**config.mk**
```make
export PLATFORM = sky130hd
export DESIGN_NAME = cdb_arbiter
export DESIGN_NICKNAME = d
export VERILOG_FILES = /design/src/rtl/cdb_arbiter.sv
export SDC_FILE = /design/constraint.sdc
export NUM_CORES = 1
export LEC_CHECK = 0
export CORE_AREA = 2 2 102 104
export DETAILED_ROUTE_END_ITERATION = 10
export DIE_AREA = 0 0 104 106
export DONT_BUFFER_PORTS = 1
export RECOVER_POWER = 100
export SYNTH_ARGS = -nofsm -noshare
export SYNTH_HDL_FRONTEND = slang
export SYNTH_SLANG_ARGS = --single-unit
```
**constraint.sdc**
```tcl
create_clock -name clk -period 2 [get_ports clk]
set_input_delay 0.2 -clock clk [delete_from_list [all_inputs] [get_ports clk]]
set_output_delay 0.2 -clock clk [all_outputs]
set_load 0.01 [all_outputs]
```
**src/rtl/cdb_arbiter.sv**
```systemverilog
// rtl/cdb_arbiter.sv - round-robin arbiter driving the registered common data bus
// Define CDB_ARB_FIXED_PRIO_EN for lowest-index-wins fixed priority (debug/bring-up only).

package cdb_arbiter_pkg;
  typedef struct packed {
    logic [3:0] cr0;
    logic       xer_so;
    logic       xer_ov;
    logic       xer_ca;
  } cond_exception_t;
endpackage

module cdb_arbiter
  import cdb_arbiter_pkg::*;
#(
  parameter int UNITS       = 4,
  parameter int RS_ID_WIDTH = 5,
  localparam int UNIT_W     = $clog2(UNITS),
  localparam int CX_W       = $bits(cond_exception_t)
) (
  input  logic                         clk,
  input  logic                         rst,
  input  logic [0:UNITS-1]             unit_valid,
  output logic [0:UNITS-1]             unit_ready,
  input  logic [UNITS*RS_ID_WIDTH-1:0] unit_rs_id,
  input  logic [UNITS*5-1:0]           unit_reg_addr,
  input  logic [UNITS*32-1:0]          unit_result,
  input  logic [UNITS*CX_W-1:0]        unit_cr0_xer,
  output logic                         cdb_valid,
  input  logic                         cdb_ready,
  output logic [RS_ID_WIDTH-1:0]       cdb_rs_id,
  output logic [4:0]                   cdb_reg_addr,
  output logic [31:0]                  cdb_result,
  output cond_exception_t              cdb_cr0_xer,
  output logic [UNIT_W-1:0]            cdb_unit
);

  logic                   cdb_valid_q, cdb_valid_d;
  logic [RS_ID_WIDTH-1:0] cdb_rs_id_q, cdb_rs_id_d;
  logic [4:0]             cdb_reg_addr_q, cdb_reg_addr_d;
  logic [31:0]            cdb_result_q, cdb_result_d;
  cond_exception_t        cdb_cr0_xer_q, cdb_cr0_xer_d;
  logic [UNIT_W-1:0]      cdb_unit_q, cdb_unit_d;
  logic [UNIT_W-1:0]      ptr_q, ptr_d;

  logic                   load_en;
  logic                   any_valid;
  logic                   transfer;
  logic [UNIT_W-1:0]      grant;
  logic [UNIT_W-1:0]      next_ptr;
  logic [RS_ID_WIDTH-1:0] sel_rs_id;
  logic [4:0]             sel_reg_addr;
  logic [31:0]            sel_result;
  cond_exception_t        sel_cr0_xer;

  assign load_en  = !cdb_valid_q || cdb_ready;
  assign transfer = load_en && any_valid;

  // Scan upward from ptr with wrap; in fixed-priority builds ptr stays 0,
  // which makes the same scan pick the lowest valid index.
  always_comb begin : grant_scan
    logic [UNIT_W-1:0] idx;
    grant     = '0;
    any_valid = 1'b0;
    idx       = '0;
    for (int k = 0; k < UNITS; k++) begin
      idx = UNIT_W'((int'(ptr_q) + k) % UNITS);
      if (!any_valid && unit_valid[idx]) begin
        any_valid = 1'b1;
        grant     = idx;
      end
    end
  end

`ifdef CDB_ARB_FIXED_PRIO_EN
  assign next_ptr = '0;
`else
  assign next_ptr = UNIT_W'((int'(grant) + 1) % UNITS);
`endif

  // Unit 0 sits in the most significant slice of each flattened payload bus.
  always_comb begin
    sel_rs_id    = '0;
    sel_reg_addr = '0;
    sel_result   = '0;
    sel_cr0_xer  = '0;
    for (int i = 0; i < UNITS; i++) begin
      if (UNIT_W'(i) == grant) begin
        sel_rs_id    = unit_rs_id[(UNITS-1-i)*RS_ID_WIDTH +: RS_ID_WIDTH];
        sel_reg_addr = unit_reg_addr[(UNITS-1-i)*5 +: 5];
        sel_result   = unit_result[(UNITS-1-i)*32 +: 32];
        sel_cr0_xer  = unit_cr0_xer[(UNITS-1-i)*CX_W +: CX_W];
      end
    end
  end

  always_comb begin
    unit_ready = '0;
    for (int i = 0; i < UNITS; i++) begin
      unit_ready[i] = rst && transfer && (UNIT_W'(i) == grant);
    end
  end

  always_comb begin
    cdb_valid_d    = cdb_valid_q;
    cdb_rs_id_d    = cdb_rs_id_q;
    cdb_reg_addr_d = cdb_reg_addr_q;
    cdb_result_d   = cdb_result_q;
    cdb_cr0_xer_d  = cdb_cr0_xer_q;
    cdb_unit_d     = cdb_unit_q;
    ptr_d          = ptr_q;
    if (load_en) begin
      cdb_valid_d = any_valid;
      if (any_valid) begin
        cdb_rs_id_d    = sel_rs_id;
        cdb_reg_addr_d = sel_reg_addr;
        cdb_result_d   = sel_result;
        cdb_cr0_xer_d  = sel_cr0_xer;
        cdb_unit_d     = grant;
        ptr_d          = next_ptr;
      end
    end
  end

  always_ff @(posedge clk or negedge rst) begin
    if (!rst) begin
      cdb_valid_q    <= 1'b0;
      cdb_rs_id_q    <= '0;
      cdb_reg_addr_q <= '0;
      cdb_result_q   <= '0;
      cdb_cr0_xer_q  <= '0;
      cdb_unit_q     <= '0;
      ptr_q          <= '0;
    end else begin
      cdb_valid_q    <= cdb_valid_d;
      cdb_rs_id_q    <= cdb_rs_id_d;
      cdb_reg_addr_q <= cdb_reg_addr_d;
      cdb_result_q   <= cdb_result_d;
      cdb_cr0_xer_q  <= cdb_cr0_xer_d;
      cdb_unit_q     <= cdb_unit_d;
      ptr_q          <= ptr_d;
    end
  end

  assign cdb_valid    = cdb_valid_q;
  assign cdb_rs_id    = cdb_rs_id_q;
  assign cdb_reg_addr = cdb_reg_addr_q;
  assign cdb_result   = cdb_result_q;
  assign cdb_cr0_xer  = cdb_cr0_xer_q;
  assign cdb_unit     = cdb_unit_q;

endmodule

```
-- Word level (Yosys, flattened, before mapping)
Cells that the tools add are included.
Widths: inputs -> output; s select.
- add/subtract/negate cells: 4
- $lt $le $gt $ge: 4
- equal/unequal tests: 3
- mux-type cells: 36
- bitwise gates (word level): 4
- reduce and logical (&&, ||, !) cells: 16
- operator list (kind ; number):
    $mux 32 ; 4
    $mux 5 ; 8
    $mux 7 ; 4
    $ge 3x3->1 const B ; 4
    $mux 1 ; 12
    $not 2->3 ; 4
    $logic_and 1x1->1 ; 9
    $bmux 1 s2 ; 4
    $mux 2 ; 4
    $add 2x1->2 const B ; 2
    $add 2x2->2 const B ; 2
    $eq 2x2->1 const A ; 2
    $logic_not 1->1 ; 4
    $eq 1x2->1 const A ; 1
    $logic_not 2->1 ; 1
    $reduce_and 2->1 ; 1
    $logic_or 1x1->1 ; 1
- register bits after elaboration: 54
- bits of input ports: 203
- output and inout bits: 56
- word-level logic and storage cells: 77

-- Depth between registers and ports, before layout
Gate-level depths: netlist of the first run.
- depth after elaboration: 19
- gate-level depth with buffers: 12
- mapped depth without buffers: 9

-- Least setup slack after synthesis of the first run
Ideal clock, no wire load.
- path kind: reg-to-reg
- from: reg ptr_q[0]
- to: reg cdb_reg_addr_q[0] (netlist: cdb_reg_addr[0])
- setup time: 77 ps
- data arrival time: 2062 ps
- data required time: 1923 ps
- setup slack: -139 ps
- cell stages (with the launch flop): 13
- path buffers: 3
- clock period less this slack: 2139 ps
- cell sequence: dfrtp_1 -> nor2b_1 -> nor3b_1 -> o22ai_1 -> inv_1 -> ha_1 -> buf_6 -> nor2b_4 -> buf_6 -> buf_6 -> a221oi_1 -> a211o_1 -> a21oi_1
- longest elaborated chain between the ends: 19
- elaborated cells on any way between the ends: 42
- those cells by class: add/sub (3); eq/ne (3); mux (24); bitwise (4); reduce/logical (8)
- ends and longest elaborated chain (what ; RTL line ; RTL):
    start: declaration ; 44 ; logic [UNIT_W-1:0] ptr_q, ptr_d;
    start signal: assignment ; 141 ; ptr_q <= ptr_d;
    branches (longest 13 deep; another with $add 2x1->2) ; -- ;
    $mux 2 * ; 68 ; if (!any_valid && unit_valid[idx]) begin
    via grant[0] ; 49 ; logic [UNIT_W-1:0] grant;
    $logic_not 2->1 ; 88 ; if (UNIT_W'(i) == grant) begin
    $mux 5 (3 in series) ; 88 ;
    $mux 5 * ; 88 ;
    end signal: assignment ; 137 ; cdb_reg_addr_q <= cdb_reg_addr_d;
    end: declaration ; 40 ; logic [4:0] cdb_reg_addr_q, cdb_reg_addr_d;
Mark *: on every way through the listed nets, which the timed path passes. The select of a mux whose other input is x is not followed.
A chain may end at the register's enable or synchronous reset.

-- Worst setup path in the final report of the first run
- from: reg ptr_q[0]
- to: reg cdb_cr0_xer_q (netlist bit cdb_cr0_xer[0])
- longest elaborated chain between the ends: 19
- elaborated cells on any way between the ends: 42
- those cells by class: add/sub (3); eq/ne (3); mux (24); bitwise (4); reduce/logical (8)
- ends and longest elaborated chain (what ; RTL line ; RTL):
    branches (longest 19 deep; another with $add 2x1->2) ; -- ;
    end signal: assignment ; 139 ; cdb_cr0_xer_q <= cdb_cr0_xer_d;
    end: declaration ; 42 ; cond_exception_t cdb_cr0_xer_q, cdb_cr0_xer_d;
Several ways; the timed one is not identified. The select of a mux whose other input is x is not followed.

==> results of run 1 <==
-- cells by family after synthesis --
| kind of cell | count (synthesis) |
|---|---|
| AOI/OAI and AO/OA | 203 |
| adders and majority gates | 4 |
| buffers and inverters | 96 |
| DFF | 54 |
| muxes | 1 |
| and+or+nand+nor | 72 |
-- layout by cell type, fill, tap and decap left out, types with 3 or more instances in the layout --
master / count
buf_12: 9
and3_4: 4
clkbuf_16: 5
nand2_1: 9
a21oi_1: 60
inv_1: 50
buf_4: 20
nor2_1: 51
a21oi_2: 38
a211o_1: 48
dfrtp_1: 53
a221oi_1: 23
buf_6: 4
ha_4: 4
clkbuf_8: 8
dlygate4sd3_1: 3
a221oi_2: 25
-- cells in the mapped netlist (all sizes together) (4+ instances only) --
| library cell | count | area [um^2] |
|---|---|---|
| a211o | 48 | 420.4 |
| a21oi | 99 | 499.2 |
| a221oi | 49 | 429.2 |
| and3 | 4 | 25.02 |
| buf | 22 | 150.1 |
| clkbuf | 22 | 82.58 |
| dfrtp | 54 | 1351 |
| ha | 4 | 50.05 |
| inv | 52 | 195.2 |
| nand2 | 9 | 33.78 |
| nor2 | 51 | 191.4 |
| nor2b | 5 | 38.78 |
-- repair_timing --
action | 4_1_cts | 5_1_grt
resized for setup | 25 | 63
buffers inserted | 7 | 5
pin swaps | 3 | 30
cloned | 2 | 7
hold buffers | 4 | 0
endpoints found under the hold margin | 55 | 0
endpoints found under the setup margin | 53 | 53
-- power by group --
group          total [W]  internal, W  switching [W]
Sequential       0.00231      0.00163       0.000680
Clock           0.000732     0.000351       0.000381
Combinational    0.00459      0.00231        0.00228
Total            0.00763      0.00429        0.00334
-- per-stage QoR --
step	setup TNS (ns)	hold slack (ns)	utilization [%]	worst slack, ns
after CTS	-4.524	0.02905	42.04	-0.1270
after global placement	-1.903	-0.09387	38.14	-0.08518
after detailed placement	-4.402	-0.09409	38.14	-0.1487
final	-6.195	0.04777	46.75	-0.1800
after global routing	-12.20	0.03920	46.75	-0.2808
after floorplan	-0.01244	-0.09559	-	-0.01244
-- final timing paths --
path                                from             end  slack (ns)  cells after the start
setup / recovery                ptr_q[0]  cdb_cr0_xer[0]       -0.18                     11
hold / removal             unit_rs_id[3]    cdb_rs_id[3]        0.05                      2
setup reg to reg                ptr_q[0]  cdb_cr0_xer[0]       -0.18                     11
hold reg to reg                 ptr_q[1]        ptr_q[1]        0.58                      2
max in group asynchronous            rst        ptr_q[1]        0.26                      2
min in group asynchronous            rst    cdb_rs_id[3]        0.81                      2
-- sequential cells by signal, summed over array words and instances (netlist names) --
register / count
cdb_rs_id: 5
ptr_q: 2
cdb_result: 32
cdb_reg_addr: 5
cdb_unit: 2
cdb_valid: 1
cdb_cr0_xer: 7
-- per-layer routing --
metal | vias to the layer above | share of wire [%]
li1 | 1584 | -
met1 | 1751 | 38
met2 | 224 | 51
met3 | 25 | 8.5
met4 | 0 | 2.3
met5 | - | 0
-- cell type report --
class | instances | area [um^2]
flip-flops and latches | 54 | 1353
clock buffers | 8 | 110.1
repair buffers | 47 | 643.1
inverters | 52 | 195.2
well taps | 136 | 170.2
multi-input cells | 280 | 2203
fillers | 966 | 5325
==> flow_summary.json, run 1 <==
{
  "cp_slowest_cell": "dfrtp_1",
  "drv_slew": 0,
  "endpoint_kind": "flip-flop",
  "antenna_found_initial": 0,
  "postLayoutCellArea_um2": 4674,
  "synth_seq_area_share_pct": 38.00,
  "worst_ep_arrival_time_ns": 2.43,
  "yosys.area_share.simple_pct": 9.078,
  "worstSetupStartpointType": "flip-flop",
  "cts_tree": "built",
  "finalWorstSetupSlack_ns": -0.1800,
  "async_reset_ff_share_pct": 100.0,
  "gp_routability_congestion": 0.7670,
  "use_met2_pct": 37.97,
  "syn-cell-area_um2": 3556,
  "first_pass_iters": 4,
  "grt_use_total_pct": 21.58,
  "routed-via-count": 3584,
  "synthAdderAreaFrac_pct": 1.407,
  "synthMuxAreaShare_pct": 0.3167,
  "syn_avg_cell_area_um2": 8.270,
  "worst-path-max-fanout": 6,
  "clk_latency_ns": 0.32,
  "place_area_um2": 3814,
  "fmax_mhz": 458.7,
  "setup_viol": 51,
  "design.core.area_um2": 10000,
  "critPathMaxStageDelay_ns": 0.43,
  "post-route-min-period_ns": 2.180,
  "drt_wl_total_um": 13780,
  "required_ns": 2.25,
  "peakVddDrop_uv": 521.7,
  "n_antenna_cell": 0,
  "period_share_pct": 109.0,
  "synthXorXnorAreaFrac_pct": 0,
  "worstPathCellList": "nor2b_2 -> nor3_2 -> o22ai_2 -> buf_4 -> ha_4 -> nor2b_4 -> buf_12 -> clkbuf_16 -> a221oi_1 -> a211o_1 -> a21oi_2",
  "yosys_register_bits": 54,
  "clock-sinks": 54,
  "initial_utilization_pct": 35.56,
  "slew_headroom_pct": 5.167,
  "grtUsageMet3_pct": 5.641,
  "syn_to_final_growth_pct": 31.46,
  "grt_first_pass_wirelength_um": 18950,
  "p_leak_nw": 2.044,
  "crit_family": "compound AO/OA/AOI/OAI gates",
  "ys_warn_count": 0,
  "grt_overflow": 0,
  "rows": 37,
  "port_buffers": 0,
  "powerDensity_nw_per_um2": 1633,
  "final_nets": 647,
  "cts.clk_slew.worst_paths_ns": 0.10,
  "syn_nets": 637,
  "pin_count": 259,
  "netlist_instances": 430,
  "die_y_um": 106,
  "grt_max_degree": 55,
  "path_class": "reg -> reg",
  "synth_top_family_by_area": "compound AO/OA/AOI/OAI gates",
  "routedWlPerCell_um": 23.89,
  "ant_nets": 0,
  "ys.flop_type": "dfrtp_1",
  "maxCapViolations": 0,
  "synth_edf_count": 0,
  "finalHoldViolations": 0,
  "grt_use_met1_pct": 24.99,
  "drcViolationCount": 0,
  "grt_pass1_vias": 3618,
  "total_power_w": 0.007634,
  "cts_buffers": 5,
  "cp_num_buf_inv": 3,
  "busiest_layer": "met2",
  "drtIter0Drc": 372,
  "rsz0062_at_grt": "true",
  "dieArea_um2": 11020,
  "die_x_um": 104,
  "cts_root_buf": "clkbuf_8",
  "worst_pin_slew_ns": 1.422,
  "placedCellCount": 544,
  "synth_compound_area_share_pct": 39.16,
  "ys_types": 25,
  "clock-skew-final_ns": 0.004981,
  "dp.final_hpwl_um": 8222,
  "clockBufferDepth": 2,
  "fin_cells": 577,
  "outcome": "complete, but fails checks",
  "violations": "negative setup slack",
  "layout-drive-gt1-share_pct": 31.07,
  "cts_max_level": 2,
  "via_per_inst": 6.211,
  "hp-class": "in -> reg"
}
Power figures use the tool's default switching activity.
==> run 2, diff against run 1 <==
--- a/config.mk
+++ b/config.mk
@@ -5,10 +5,12 @@
 export SDC_FILE = /design/constraint.sdc
 export NUM_CORES = 1
 export LEC_CHECK = 0
+export ABC_AREA = 0
 export CORE_AREA = 2 2 102 104
 export DETAILED_ROUTE_END_ITERATION = 10
 export DIE_AREA = 0 0 104 106
 export DONT_BUFFER_PORTS = 1
+export GPL_ROUTABILITY_DRIVEN = 0
 export RECOVER_POWER = 100
 export SYNTH_ARGS = -nofsm -noshare
 export SYNTH_HDL_FRONTEND = slang
==> constraint.sdc (replaced) <==
create_clock -name clk -period 2 [get_ports clk]
set_input_delay 0.3 -clock clk [delete_from_list [all_inputs] [get_ports clk]]
set_output_delay 0.3 -clock clk [all_outputs]
set_load 0.01 [all_outputs]
==> flow_summary.json, run 2 (synthesis results as in run 1) <==
{
  "ant_nets": 0,
  "via_per_inst": 6.414,
  "fillers": 921,
  "cts_tree": "built",
  "drv_slew": 0,
  "cpMostUsedCell": "buf_6",
  "peakVddDrop_uv": 687.8,
  "worst-path-max-fanout": 6,
  "initial_utilization_pct": 35.56,
  "hold_ws_ns": 0.09878,
  "power_frac_comb_pct": 64.8,
  "n_antenna_cell": 0,
  "dieArea_um2": 11020,
  "syn_to_final_growth_pct": 40.11,
  "p_leak_nw": 2.147,
  "whs_path_depth": 2,
  "drtIter0Drc": 285,
  "hp-class": "in -> reg",
  "grt_overflow": 0,
  "design.core.area_um2": 10000,
  "pre_cts_ws_ns": -0.1306,
  "cts_buffers": 5,
  "slew_headroom_pct": 4.221,
  "finalWorstSetupSlack_ns": -0.2224,
  "worstPathCellList": "nor2b_4 -> nor3_2 -> o22ai_2 -> buf_6 -> buf_6 -> ha_4 -> buf_12 -> and3_4",
  "p_seq_share_pct": 27.9,
  "finalHoldViolations": 0,
  "critPathMaxStageDelay_ns": 0.47,
  "reg2reg_depth": 11,
  "powerDensity_nw_per_um2": 1673,
  "port_buffers": 0,
  "path_class": "reg -> out",
  "first_pass_iters": 5,
  "drcViolationCount": 0,
  "netSwitchingPower_w": 0.003710,
  "routed-via-count": 3720,
  "grt_max_degree": 57,
  "final_cell_mix": "a21oi_1, dfrtp_1, nor2_1, inv_1, a211o_1",
  "clock-skew-final_ns": 0.006417,
  "fmax_mhz": 450.0,
  "clk_latency_ns": 0.31,
  "clockBufferDepth": 2,
  "worst_ep_arrival_time_ns": 1.92,
  "routedWlPerCell_um": 25.65,
  "grt_first_pass_wirelength_um": 18620,
  "endpoint_kind": "output pin",
  "drt_wl_total_um": 14880,
  "maxCapViolations": 0,
  "die_x_um": 104,
  "worstSetupStartpointType": "flip-flop",
  "rsz0062_at_grt": "true",
  "required_ns": 1.70,
  "antenna_found_initial": 0,
  "post-route-min-period_ns": 2.222,
  "dp.final_hpwl_um": 8154,
  "period_share_pct": 111.1,
  "p_int_w": 0.004624,
  "largest_register_ffs": 32,
  "worst_pin_slew_ns": 1.437,
  "rows": 37,
  "p_clk_share_pct": 7.3,
  "final_nets": 651,
  "grt_use_total_pct": 21.19,
  "grt_pass1_vias": 3430,
  "setup_viol": 52,
  "outcome": "complete, but fails checks",
  "final_common_cell": "a21oi_1",
  "cp_slowest_cell": "dfrtp_2",
  "die_y_um": 106,
  "swShare_pct": 44.52,
  "final_util_pct": 49.82,
  "cts.clk_slew.worst_paths_ns": 0.10,
  "cts_root_buf": "clkbuf_8",
  "clock-sinks": 54,
  "pin_count": 259,
  "violations": "negative setup slack",
  "cts_max_level": 2,
  "layout-drive-gt1-share_pct": 36.71
}
## run 2: cell types whose count changed in the layout (fill, tap and decap cells not counted), moves of 6 or more
cell	change
buf_6	+7
buf_4	-6
a221oi_1	-22
a221oi_4	+6
a221oi_2	+16
## run 2: layout make-up
| class | count | area, um^2 | area share [%] |
|---|---|---|---|
| clock buffer | 5 | 68.82 | 1.381 |
| clock inverter | 2 | 10.01 | 0.2009 |
| inverter | 52 | 195.2 | 3.918 |
| multi-input combinational | 280 | 2414 | 48.44 |
| sequential | 54 | 1353 | 27.15 |
| tap | 136 | 170.2 | 3.415 |
| timing repair buffer | 51 | 772.0 | 15.49 |
## run 2: worst paths after layout
kind	startpoint	to	slack (ns)
worst max-delay path	ptr_q[0]	unit_ready[2]	-0.22
worst max register to register	ptr_q[0]	cdb_result[4]	-0.19
worst min-delay path	unit_valid[0]	cdb_valid	0.1
worst min register to register	cdb_unit[0]	cdb_unit[0]	0.59
max in group asynchronous	rst	ptr_q[0]	0.17
min in group asynchronous	rst	cdb_cr0_xer[4]	0.90
## run 2: power groups by stage
stage	Clock, W	Sequential, W	Combinational, W
2_1_floorplan	0	0.00218	0.00238
3_3_place_gp	0	0.00231	0.00306
3_5_place_dp	0	0.00231	0.00319
4_1_cts	0.000634	0.00230	0.00367
5_1_grt	0.000677	0.00238	0.00571
6_report	0.000612	0.00232	0.00540
## run 2: layer usage
metal  global-route usage (%)  routed length (um)
met4                    8.205                 527
met3                    4.721                1068
met1                    24.52                5622
met2                    38.16                7657
met5                        0                   0
## run 2: timing repair
item                                   4_1_cts  5_1_grt
hold buffers                                 2        0
resized for setup                           13      111
endpoints found under the hold margin       54        0
buffers inserted                             6        9
gates cloned                                 3       13
setup endpoints to repair                   53       53
pin swaps                                    2       48
## run 2: critical path: cells and delay by family, from the launching register on
family | cells | cell delay [ns]
DFF | 1 | 0.47
and+or+nand+nor | 3 | 0.38
buffers and inverters | 3 | 0.38
AOI/OAI and AO/OA | 1 | 0.20
adders and majority gates | 1 | 0.19
## run 2: stage by stage
| stage | total power [W] | std cells | area, um^2 | TNS [ns] |
|---|---|---|---|---|
| final | 0.008334 | 580 | 4982 | -7.045 |
| after global placement | 0.005377 | 543 | 3794 | -0.8501 |
| after global routing | 0.008767 | 580 | 4982 | -10.77 |
| after CTS | 0.006610 | 561 | 4131 | -6.288 |
| after detailed placement | 0.005497 | 543 | 3794 | -3.423 |
| after floorplan | 0.004561 | 430 | 3567 | -0.06433 |
==> run 3, diff against run 2 <==
--- a/config.mk
+++ b/config.mk
@@ -6,9 +6,9 @@
 export NUM_CORES = 1
 export LEC_CHECK = 0
 export ABC_AREA = 0
-export CORE_AREA = 2 2 102 104
+export CORE_AREA = 2 2 100 102
 export DETAILED_ROUTE_END_ITERATION = 10
-export DIE_AREA = 0 0 104 106
+export DIE_AREA = 0 0 102 104
 export DONT_BUFFER_PORTS = 1
 export GPL_ROUTABILITY_DRIVEN = 0
 export RECOVER_POWER = 100
==> flow_summary.json, run 3 (synthesis results as in run 1) <==
{
  "first_pass_iters": 4,
  "outcome": "complete, but fails checks",
  "largest_register_ffs": 32,
  "die_x_um": 102,
  "peakVddDrop_uv": 553.4,
  "design.core.area_um2": 9549,
  "final_cell_mix": "a21oi_1, dfrtp_1, nor2_1, inv_1, a211o_1",
  "worst-path-max-fanout": 8,
  "final_common_cell": "a21oi_1",
  "worstPathCellList": "nand2_2 -> a211oi_2 -> o21bai_4 -> buf_4 -> ha_4 -> nor2b_4 -> buf_12 -> buf_12 -> a221oi_1 -> a211o_1 -> a21oi_2",
  "dp.final_hpwl_um": 7765,
  "rsz0062_at_grt": "true",
  "drcViolationCount": 0,
  "antenna_found_initial": 0,
  "cts_max_level": 2,
  "via_per_inst": 6.252,
  "hp-class": "in -> reg",
  "p_clk_share_pct": 8.3,
  "rrSetupSlack_ns": -0.21,
  "cp_num_buf_inv": 3,
  "min_delay_worst_endpoint": "cdb_valid",
  "whs_path_depth": 2,
  "grt_max_degree": 58,
  "cpMostUsedCell": "buf_12",
  "worstSetupStartpointType": "flip-flop",
  "clock-sinks": 54,
  "worst_pin_slew_ns": 1.380,
  "grt_overflow": 0,
  "syn_to_final_growth_pct": 34.98,
  "port_buffers": 0,
  "grt_first_pass_wirelength_um": 17620,
  "drtIter0Drc": 197,
  "grt_pass1_vias": 3320,
  "clockBufferDepth": 2,
  "reg2reg_to": "cdb_rs_id[4]",
  "hold_ws_ns": 0.09802,
  "path_class": "reg -> reg",
  "worst_ep_arrival_time_ns": 2.41,
  "postLayoutCellArea_um2": 4800,
  "critPathMaxStageDelay_ns": 0.44,
  "setup_viol": 53,
  "cp_slowest_cell": "dfrtp_1",
  "pin_count": 259,
  "layout-drive-gt1-share_pct": 33.18,
  "grt_use_total_pct": 21.24,
  "drv_slew": 0,
  "final_nets": 649,
  "worstHoldStart": "unit_valid[0]",
  "power_frac_comb_pct": 62.3,
  "cts_root_buf": "clkbuf_8",
  "endpoint_kind": "flip-flop",
  "clock-skew-final_ns": 0.009093,
  "reg2reg_from": "ptr_q[1]",
  "slew_headroom_pct": 8.025,
  "finalWorstSetupSlack_ns": -0.2061,
  "post-route-min-period_ns": 2.206,
  "n_antenna_cell": 0,
  "p_int_w": 0.004450,
  "fmax_mhz": 453.3,
  "swShare_pct": 43.74,
  "maxCapViolations": 0,
  "powerDensity_nw_per_um2": 1648,
  "place_area_um2": 3790,
  "pre_cts_ws_ns": -0.2056,
  "crit_family": "compound AO/OA/AOI/OAI gates",
  "violations": "negative setup slack",
  "required_ns": 2.21,
  "initial_utilization_pct": 37.24,
  "netSwitchingPower_w": 0.003460,
  "p_seq_share_pct": 29.4,
  "routedWlPerCell_um": 23.90,
  "finalHoldViolations": 0,
  "clk_latency_ns": 0.31,
  "reg2reg_depth": 11,
  "cts_tree": "built",
  "routed-via-count": 3601,
  "cts_buffers": 5,
  "dieArea_um2": 10610,
  "drt_wl_total_um": 13770,
  "rows": 36,
  "p_leak_nw": 2.092,
  "cts.clk_slew.worst_paths_ns": 0.11,
  "die_y_um": 104,
  "ant_nets": 0,
  "period_share_pct": 110.3
}
## run 3: changes by cell type in the layout (fill, tap and decap cells not counted), moves of 3 or more
cell       before  now
a221oi_1        1   15
a221oi_2       41   32
a221oi_4        7    2
buf_12         13   10
buf_4          14   17
buf_6          11    8
clkbuf_16       9    6
## run 3: worst reg2reg max path, stage by stage (launching register included)
cell      delay [ns]
dfrtp_1         0.44
nand2_2         0.07
a211oi_2        0.25
o21bai_4        0.18
buf_4           0.15
ha_4            0.17
nor2b_4         0.05
buf_12          0.15
buf_12          0.15
a221oi_1        0.28
a211o_1         0.17
a21oi_2         0.05
## run 3: layer usage
layer  global-route usage, %  vias to the layer above  wire (um)
li1                        -                     1592          -
met1                   25.19                     1779       5342
met2                   38.67                      204       7114
met3                   3.831                       26       1069
met4                   5.619                        0        243
met5                       0                        -          0
## run 3: worst max-delay path by stage
stage             startpoint              to  slack, ns  cells past startpoint
4_1_cts             ptr_q[1]   unit_ready[3]      -0.16                      8
6_report            ptr_q[1]    cdb_rs_id[4]      -0.21                     11
2_1_floorplan       ptr_q[1]   unit_ready[3]      -0.02                      9
5_1_grt             ptr_q[1]    cdb_rs_id[4]      -0.31                     11
3_3_place_gp   unit_valid[0]   cdb_result[0]      -0.06                     10
3_5_place_dp        ptr_q[1]  cdb_cr0_xer[0]      -0.21                      9
## run 3: area by class of cell
| type | instances | area [um^2] |
|---|---|---|
| multi-input cells | 280 | 2258 |
| clock buffers | 6 | 82.58 |
| fillers | 882 | 4750 |
| flip-flops and latches | 54 | 1351 |
| clock inverters | 2 | 12.51 |
| well taps | 133 | 166.4 |
| inverters | 52 | 195.2 |
| repair buffers | 49 | 733.2 |
## run 3: what timing repair did
action / in CTS / in global routing
setup endpoints to repair: 53 / 53
gates resized for setup: 29 / 70
hold endpoints to repair: 54 / 0
buffers inserted: 8 / 7
pin swaps: 3 / 41
hold buffers: 2 / 0
gates cloned: 3 / 9
## run 3: power groups by stage
stage	sequential (W)	combinational [W]	clock (W)
floorplan	0.00218	0.00238	0
global placement	0.00233	0.00304	0
detailed placement	0.00233	0.00315	0
CTS	0.00232	0.00372	0.000679
global route	0.00238	0.00523	0.000715
finish	0.00232	0.00493	0.000656
## run 3: through the flow
stage	utilization (%)	power, W	cells	TNS, ns
floorplan	-	0.004561	430	-0.06433
global placement	39.69	0.005369	540	-0.4965
detailed placement	39.69	0.005475	540	-7.457
CTS	44.14	0.006722	561	-5.725
global route	50.26	0.008327	576	-13.95
finish	50.26	0.007910	576	-8.529
